--- src/rtl/scan_decoder.sv ---
// Registered N-to-2^N one-hot decoder with a direct-select mode and an
// auto-scanning mode that walks the active line, holding each for DWELL clocks.
module scan_decoder #(
    parameter int SEL_W      = 2,
    parameter int DWELL      = 4,
    parameter bit ACTIVE_LOW = 1'b0
) (
    input  logic               clk,
    input  logic               rst,
    input  logic               en,
    input  logic               mode,
    input  logic [SEL_W-1:0]   sel,
    output logic [2**SEL_W-1:0] y,
    output logic [SEL_W-1:0]   idx,
    output logic               valid,
    output logic               wrap
);

    localparam int OUT_N = 2**SEL_W;
    localparam int CNT_W = (DWELL > 1) ? $clog2(DWELL) : 1;
    localparam logic [CNT_W-1:0] CNT_MAX = CNT_W'(DWELL - 1);
    localparam logic [SEL_W-1:0] LAST = SEL_W'(OUT_N - 1);
    localparam logic [OUT_N-1:0] OFF = {OUT_N{ACTIVE_LOW}};

    typedef enum logic [1:0] {
        IDLE,
        DIRECT,
        SCAN
    } state_e;

    state_e             state_q, state_d;
    logic [SEL_W-1:0]   idx_q, idx_d;
    logic [CNT_W-1:0]   cnt_q, cnt_d;
    logic               valid_q, valid_d;
    logic               wrap_q, wrap_d;
    logic [OUT_N-1:0]   y_q, y_d;

    always_ff @(posedge clk) begin
        if (rst) begin
            state_q <= IDLE;
            idx_q   <= '0;
            cnt_q   <= '0;
            valid_q <= 1'b0;
            wrap_q  <= 1'b0;
            y_q     <= OFF;
        end else begin
            state_q <= state_d;
            idx_q   <= idx_d;
            cnt_q   <= cnt_d;
            valid_q <= valid_d;
            wrap_q  <= wrap_d;
            y_q     <= y_d;
        end
    end

    always_comb begin
        state_d = state_q;
        idx_d   = idx_q;
        cnt_d   = '0;
        valid_d = 1'b0;
        wrap_d  = 1'b0;
        if (!en) begin
            state_d = IDLE;
        end else if (!mode) begin
            state_d = DIRECT;
            idx_d   = sel;
            valid_d = 1'b1;
        end else begin
            state_d = SCAN;
            valid_d = 1'b1;
            // Any entry into SCAN restarts at line 0 with a fresh dwell.
            if (state_q != SCAN) begin
                idx_d = '0;
            end else if (cnt_q == CNT_MAX) begin
                idx_d  = idx_q + SEL_W'(1);
                wrap_d = (idx_q == LAST);
            end else begin
                cnt_d = cnt_q + CNT_W'(1);
            end
        end
        y_d = OFF;
        if (valid_d) begin
            y_d = OFF ^ (OUT_N'(1) << idx_d);
        end
    end

    assign y     = y_q;
    assign idx   = idx_q;
    assign valid = valid_q;
    assign wrap  = wrap_q;

endmodule

--- config.mk ---
export PLATFORM = sky130hd
export DESIGN_NAME = scan_decoder
export DESIGN_NICKNAME = d
export VERILOG_FILES = /design/src/rtl/scan_decoder.sv
export SDC_FILE = /design/constraint.sdc
export NUM_CORES = 1
export LEC_CHECK = 0
export BUFFER_PORTS_ARGS = -buffer_cell sky130_fd_sc_hd__buf_2
export CAP_MARGIN = 15
export CORE_AREA = 2 2 39 41
export CTS_BUF_LIST = sky130_fd_sc_hd__clkbuf_8 sky130_fd_sc_hd__clkbuf_16
export CTS_CLUSTER_SIZE = 25
export DETAILED_ROUTE_END_ITERATION = 16
export DIE_AREA = 0 0 41 43
export MAX_ROUTING_LAYER = met4
export SKIP_LAST_GASP = 1
export SLEW_MARGIN = 40
export SYNTH_ARGS = -nofsm -noshare
export SYNTH_HDL_FRONTEND = slang
export SYNTH_SLANG_ARGS = --single-unit
export TNS_END_PERCENT = 50
--- constraint.sdc ---
create_clock -name clk -period 1.7 [get_ports clk]
set_input_delay 0.255 -clock clk [delete_from_list [all_inputs] [get_ports clk]]
set_output_delay 0.255 -clock clk [all_outputs]
set_load 0.02 [all_outputs]
==> metrics.yaml, run 1 <==
global_routing:
  grt.total_usage: 0.1200
  grt_max_degree: 8
  grt_pass1_wl_um: 1248
  first_global_vias: 322
  grt-ovfl-total: 0
  grt_antenna_before_repair: 0
cts:
  postCtsSetupRepairBufs: 0
  cts_buffer_depth: 2
  post_cts_resized: 0
  cts_inserted_buffers: 3
  cts.sink_count: 12
  postCtsHoldBufs: 0
  clkSlewWorstSetupHoldPaths_ps: 50
  root_buffer: "sky130_fd_sc_hd__clkbuf_8"
  htreeDepth: 1
  clkLatencyLatePin_ps: 230
  tritoncts: "done"
floorplan:
  starting_density: 0.3273
  core.rowCount: 14
  io_pins: 14
  die_width_um: 41
  floorplan.die.height_um: 43
  core_sq_um: 1384
  die_area_sq_um: 1763
timing:
  finalHoldViolCount: 0
  clock.fmax_ghz: 0.7224
  worstMarginPinSlew_ps: 259.3
  setup_total_negative_slack_ps: 0
  slew_headroom: 0.8268
  report.final.slew_viol_count: 0
  setup_repair_after_global_routing_missed_its_margin: "no"
  setup_slack_ps: 315.7
  post-route-min-period_ps: 1384
  fin_worst_skew_ps: 2.619
  period_share: 0.8143
  final-setup-viol-count: 0
setup_path:
  critical_path_class: "reg -> reg"
  max_stage_delay_ps: 400
  path_cells: "ha_1 -> mux2i_1 -> o221a_2 -> and4bb_1"
  worstPathArrival_ps: 1510
  required_time_at_the_endpoint_of_the_critical_path_ps: 1820
  cp-start-kind: "flip-flop"
  critical_path.endpoint_type: "flip-flop"
  crit_slowest_cell: "sky130_fd_sc_hd__dfxtp_1"
  crit_fanout: 5
final_layout:
  n_antenna_cell: 0
  synthToLayoutAreaGrowth_pct: 27.90
  fillCellCount: 147
  proportion_of_layout_cells_with_a_drive_suffix_above_1: 0.3636
  fin_util: 0.4186
  final_net_count: 66
pwr:
  share_clk_of_total_power: 0.409
  power_frac_comb: 0.094
  power.density_nw_per_um2: 1032
  post-layout-total-power_mw: 0.5979
  power.share.switching: 0.2122
  static-leakage-power_nw: 0.2802
  internal-power_mw: 0.4710
  power.switching_mw: 0.1269
  ir_worst_vdd_v: 0.0007140
  seq_power_share: 0.497
routing:
  vias: 329
  drt-initial-drc-count: 4
  routed_wl_um: 764
  drc_errors: 0
  vias_per_cell: 4.634
  postRouteAntennaNets: 0
  drt_pre_antenna_iters: 2
  route.detailed.wl_per_inst_um: 10.76
outcome:
  status: "finished clean"
yosys:
  synth-seq-cells: 12
  synth_xor_area_frac: 0.01934
  synth.lib_cells_used.distinct: 17
  synth_compound_gate_area_share: 0.07182
  yosys.area.top_type_share: 0.5304
  postSynthCellCount: 39
  synth_top_family_by_area: "simple AND/OR/NAND/NOR gates"
  synth-warning-count: 0
  cell_area_after_technology_mapping_sq_um: 452.9
  synth_fa_ha_area_frac: 0.08287
  syn_nets: 48
  ys_seq_area_frac: 0.5304
  avgSynthCellArea_sq_um: 11.61
  post_synth_main_area_contributors: "sky130_fd_sc_hd__dfxtp_1 53%, sky130_fd_sc_hd__ha_1 8.3%, sky130_fd_sc_hd__nor4b_2 6.6%"
  yosys.area_share.simple: 0.2486
  synthMuxAreaShare: 0.02210
  synth_top_cell_by_area: "sky130_fd_sc_hd__dfxtp_1"
min_path:
  min-delay-path-class: "in -> reg"
run:
  maxCapViolations: 0
place:
  dpl.hpwl_um: 574.3
  place_worst_setup_slack_ps: 325.8
  placement.io_buffers: 13
  gp_routability_congestion: 0.6897
## power by group through the flow
stage          clock network (mW)  logic [mW]  registers [mW]
5_1_grt                     0.273      0.0623           0.298
4_1_cts                     0.256      0.0566           0.297
3_3_place_gp                    0      0.0562           0.303
6_report                    0.245      0.0560           0.297
3_5_place_dp                    0      0.0563           0.303
2_1_floorplan                   0      0.0240           0.312
## layout make-up
class,count,area [sq um],share of cell area
clock buffer,3,41.29,0.07127
sequential,12,240.2,0.4147
tap,16,20.02,0.03456
inverter,3,11.26,0.01944
timing repair buffer,13,65.06,0.1123
multi-input combinational,24,201.4,0.3477
## per-stage QoR
step | hold WS, ps | cell area (sq um) | cells
2_1_floorplan | 326.4 | 452.9 | 39
3_3_place_gp | 447.1 | 538.0 | 68
3_5_place_dp | 470.5 | 538.0 | 68
4_1_cts | 245.4 | 579.3 | 71
5_1_grt | 255.8 | 579.3 | 71
6_report | 248.2 | 579.3 | 71
## cell usage in the layout, fill, tap and decap left out
cell type,count
sky130_fd_sc_hd__nand3b_1,1
sky130_fd_sc_hd__o211a_1,1
sky130_fd_sc_hd__nand2b_1,1
sky130_fd_sc_hd__buf_2,13
sky130_fd_sc_hd__nand2_1,1
sky130_fd_sc_hd__ha_1,3
sky130_fd_sc_hd__dfxtp_1,12
sky130_fd_sc_hd__xnor2_1,1
sky130_fd_sc_hd__and4bb_1,1
sky130_fd_sc_hd__nor4b_2,2
sky130_fd_sc_hd__nor2b_1,2
sky130_fd_sc_hd__nor3b_1,1
sky130_fd_sc_hd__mux2i_1,1
sky130_fd_sc_hd__nor2_1,3
sky130_fd_sc_hd__and2_1,1
sky130_fd_sc_hd__inv_1,3
sky130_fd_sc_hd__o221a_2,2
sky130_fd_sc_hd__nor3_1,3
sky130_fd_sc_hd__clkbuf_8,3
## worst max-delay path, delay by kind of cell (launching register included)
family                   cells  cell delay [ps]
multiplexers                 1              140
AO/OA/AOI/OAI                1              260
AND/OR/NAND/NOR              1              220
adder cells (fa/ha/maj)      1              260
flip-flops                   1              400
## metal layers
layer  global-route usage  part of all wire  wire, um  vias to the layer above
li1                     -                 -         -                      170
met1               0.1242              0.48       363                      149
met2               0.1500              0.44       337                        8
met3              0.09424             0.060        46                        2
met4              0.08000             0.022        17                        0
met5                    -                 0         0                        -
## cell usage after synthesis
| cell type | count |
|---|---|
| sky130_fd_sc_hd__nor2b_1 | 2 |
| sky130_fd_sc_hd__nor3b_1 | 1 |
| sky130_fd_sc_hd__nor2_1 | 3 |
| sky130_fd_sc_hd__and2_1 | 1 |
| sky130_fd_sc_hd__o221a_2 | 2 |
| sky130_fd_sc_hd__nand3b_1 | 1 |
| sky130_fd_sc_hd__nand2b_1 | 1 |
| sky130_fd_sc_hd__dfxtp_1 | 12 |
| sky130_fd_sc_hd__nor4b_2 | 2 |
| sky130_fd_sc_hd__xnor2_1 | 1 |
| sky130_fd_sc_hd__ha_1 | 3 |
| sky130_fd_sc_hd__mux2i_1 | 1 |
| sky130_fd_sc_hd__nand2_1 | 1 |
| sky130_fd_sc_hd__o211a_1 | 1 |
| sky130_fd_sc_hd__nor3_1 | 3 |
| sky130_fd_sc_hd__inv_1 | 3 |
| sky130_fd_sc_hd__and4bb_1 | 1 |
## state kept, by name, indices dropped and copies added, names as in the netlist
| register | cells |
|---|---|
| wrap | 1 |
| y | 4 |
| idx | 2 |
| valid | 1 |
| state_q | 2 |
| cnt_q | 2 |
## final timing paths
path / endpoint / slack, ps / cells after the start / start
max reg2reg: y[2] / 320 / 4 / idx[0]
min: state_q[0] / 250 / 2 / mode
min reg2reg: cnt_q[0] / 470 / 1 / cnt_q[0]
max: y[2] / 320 / 4 / idx[0]
## logic make-up after synthesis
kind of cell | count (synthesis)
xor+xnor | 1
buf+inv | 3
compound gates | 3
mux | 1
fa+ha+maj | 3
flops | 12
simple gates | 16
No activity file was read; power rests on OpenSTA's default activity.
==> run 2: changes to the inputs <==
--- a/config.mk
+++ b/config.mk
@@ -5,6 +5,7 @@
 export SDC_FILE = /design/constraint.sdc
 export NUM_CORES = 1
 export LEC_CHECK = 0
+export ABC_AREA = 1
 export BUFFER_PORTS_ARGS = -buffer_cell sky130_fd_sc_hd__buf_2
 export CAP_MARGIN = 15
 export CORE_AREA = 2 2 39 41
==> constraint.sdc (replaced) <==
create_clock -name clk -period 1.35 [get_ports clk]
set_input_delay 0.2025 -clock clk [delete_from_list [all_inputs] [get_ports clk]]
set_output_delay 0.2025 -clock clk [all_outputs]
set_load 0.02 [all_outputs]
==> metrics.yaml, run 2 <==
outcome:
  status: "finished clean"
place:
  placement.io_buffers: 13  # unchanged
  gp_routability_congestion: 0.7194  # +4.3%
  dpl.hpwl_um: 637.8  # +11%
cts:
  cts.sink_count: 12  # unchanged
  root_buffer: "sky130_fd_sc_hd__clkbuf_8"
  postCtsSetupRepairBufs: 0  # unchanged
  cts_buffer_depth: 2  # unchanged
  htreeDepth: 1  # unchanged
  cts_inserted_buffers: 3  # unchanged
  clkSlewWorstSetupHoldPaths_ps: 60  # about the same
  clkLatencyLatePin_ps: 240  # about the same
  postCtsHoldBufs: 0  # unchanged
  post_cts_resized: 0  # unchanged
  tritoncts: "done"
setup_path:
  required_time_at_the_endpoint_of_the_critical_path_ps: 1480  # -340 ps
  worstPathArrival_ps: 1260  # -250 ps
  crit_fanout: 5  # unchanged
  worst-path-buf-inv: 0  # unchanged
  critical_path_class: "reg -> reg"
  path_cells: "ha_1 -> nand2_1 -> nand2_1 -> nand2_2 -> nand2_2 -> nand2_2 -> nor2_1"
  worst_path_dominant_cell_family: "flip-flops"
  crit_slowest_cell: "sky130_fd_sc_hd__dfxtp_1"
  ff2ff_setup_slack_ps: 230  # -90 ps
  critical_path.endpoint_type: "flip-flop"
  worst_reg2reg_startpoint: "idx[0]"
  r2r.worst_path.cells: 7  # +3
  max_stage_delay_ps: 400  # about the same
  crit_path_frequent_cell: "sky130_fd_sc_hd__nand2_2"
  worst_r2r_endpoint: "y[2]"
  cp-start-kind: "flip-flop"
final_layout:
  layout.cells.most_common: "sky130_fd_sc_hd__buf_2"
  synthToLayoutAreaGrowth_pct: 29.02
  fin_util: 0.4503  # +0.03164
  fillCellCount: 132  # -10%
  final_net_count: 86  # +30%
  n_antenna_cell: 0  # unchanged
  most-common-layout-cells: "13 x sky130_fd_sc_hd__buf_2, 12 x sky130_fd_sc_hd__dfxtp_1, 10 x sky130_fd_sc_hd__nand2_1, 10 x sky130_fd_sc_hd__nor2_1, 9 x sky130_fd_sc_hd__inv_1"
  largest_reg_flops: 4  # unchanged
  proportion_of_layout_cells_with_a_drive_suffix_above_1: 0.3289  # -0.03469
yosys:
  post_synth_main_area_contributors: "sky130_fd_sc_hd__dfxtp_1 50%, sky130_fd_sc_hd__ha_1 7.8%, sky130_fd_sc_hd__nand2_1 7.8%"
  synthMostInstantiatedCell: "sky130_fd_sc_hd__dfxtp_1"
  synth-warning-count: 0  # unchanged
  synth.lib_cells_used.distinct: 14  # -3
  ys_seq_area_frac: 0.4974  # -0.03298
  synth_top_cell_by_area: "sky130_fd_sc_hd__dfxtp_1"
  avgSynthCellArea_sq_um: 8.186  # -30%
  cell_area_after_technology_mapping_sq_um: 483.0  # +6.6%
  postSynthCellCount: 59  # +51%
  synth-main-ff-cell: "sky130_fd_sc_hd__dfxtp_1"
  yosys.area.top_type_share: 0.4974  # -0.03298
  ys_async_sr_fraction: 0  # unchanged
  leading_post_synthesis_cells_by_instance_count: "12 x sky130_fd_sc_hd__dfxtp_1, 10 x sky130_fd_sc_hd__nand2_1, 10 x sky130_fd_sc_hd__nor2_1"
  syn_nets: 68  # +42%
  synth-seq-cells: 12  # unchanged
  synth-edff-count: 0  # unchanged
floorplan:
  starting_density: 0.3490  # +0.02170
  core.rowCount: 14  # unchanged
  die_area_sq_um: 1763  # unchanged
  core_sq_um: 1384  # unchanged
  die_width_um: 41  # unchanged
  floorplan.die.height_um: 43  # unchanged
  io_pins: 14  # unchanged
timing:
  finalHoldViolCount: 0  # unchanged
  period_share: 0.8324  # +0.01805
  setup_total_negative_slack_ps: 0  # unchanged
  report.final.slew_viol_count: 0  # unchanged
  final-setup-viol-count: 0  # unchanged
  slew_headroom: 0.8395  # +0.01272
  worstMarginPinSlew_ps: 238.6  # -20.74 ps
  fin_worst_skew_ps: 2.421  # -0.1975 ps
  setup_repair_after_global_routing_missed_its_margin: "no"
  post-route-min-period_ps: 1124  # -260.6 ps
  clock.fmax_ghz: 0.8899  # +23%
pwr:
  static-leakage-power_nw: 0.3189  # +14%
  ir_worst_vdd_v: 0.0006450  # -9.7%
  power.density_nw_per_um2: 1359  # +32%
global_routing:
  grt_pass1_wl_um: 1235  # -1.0%
  first_global_vias: 286  # -11%
  grt.total_usage: 0.1158  # -0.004137
  grt-ovfl-total: 0  # unchanged
  grt_max_degree: 8  # unchanged
  grt_antenna_before_repair: 0  # unchanged
routing:
  route.detailed.wl_per_inst_um: 9.402  # -13%
  drt_pre_antenna_iters: 4  # +2
  drt-initial-drc-count: 12  # +8
  vias_per_cell: 4.380  # -5.5%
  vias: 403  # +22%
  postRouteAntennaNets: 0  # unchanged
  routed_wl_um: 865  # +13%
  drc_errors: 0  # unchanged
min_path:
  holdCritStartpoint: "rst"
  worstHoldEndpoint: "idx[0]"
  min-delay-path-class: "in -> reg"
  hold_depth: 2  # unchanged
run:
  maxCapViolations: 0  # unchanged
[run 2: routing by layer]
| layer | global-route usage | vias up | share of wire |
|---|---|---|---|
| li1 | - | 214 | - |
| met1 | 0.1144 | 176 | 0.42 |
| met2 | 0.1625 | 9 | 0.49 |
| met3 | 0.05236 | 4 | 0.060 |
| met5 | - | - | 0 |
| met4 | 0.1000 | 0 | 0.027 |
[run 2: power by group]
part	total [mW]	internal, mW	switching, mW
registers	0.374	0.367	0.00656
clock network	0.396	0.258	0.138
logic	0.0773	0.0276	0.0496
[run 2: cell type report]
type	instances	area (sq um)	area share
clock buffers	4	55.05	0.08835
inverters	10	37.54	0.06024
multi-input cells	37	205.2	0.3293
flip-flops and latches	12	240.2	0.3855
well taps	16	20.02	0.03213
repair buffers	13	65.06	0.1044
[run 2: worst max path at each step]
stage | from | to | slack, ps | depth (start not counted)
2_1_floorplan | idx[0] | y[2] | 160 | 7
3_3_place_gp | cnt_q[0] | y[2] | 220 | 7
3_5_place_dp | idx[0] | y[1] | 230 | 6
4_1_cts | idx[0] | y[1] | 220 | 6
5_1_grt | cnt_q[0] | y[2] | 110 | 7
6_report | idx[0] | y[2] | 230 | 7
[run 2: logic make-up after synthesis]
kind of cell,Yosys count,share of synthesized area
buffers and inverters,10,0.07771
adder cells (fa/ha/maj),3,0.07773
AND/OR/NAND/NOR,29,0.2876
AO/OA/AOI/OAI,5,0.05957
flip-flops,12,0.4974
[run 2: through the flow]
step	setup slack [ps]	instances	hold WS, ps	instance area (sq um)	power (mW)
finish	226.3	92	128.3	623.1	0.8469
global route	113.3	92	135.5	623.1	0.8805
CTS	216.5	92	131.0	623.1	0.8562
detailed placement	227.7	88	388.0	568.0	0.4589
global placement	221.9	88	384.0	568.0	0.4584
floorplan	159.2	59	274.9	483.0	0.4331
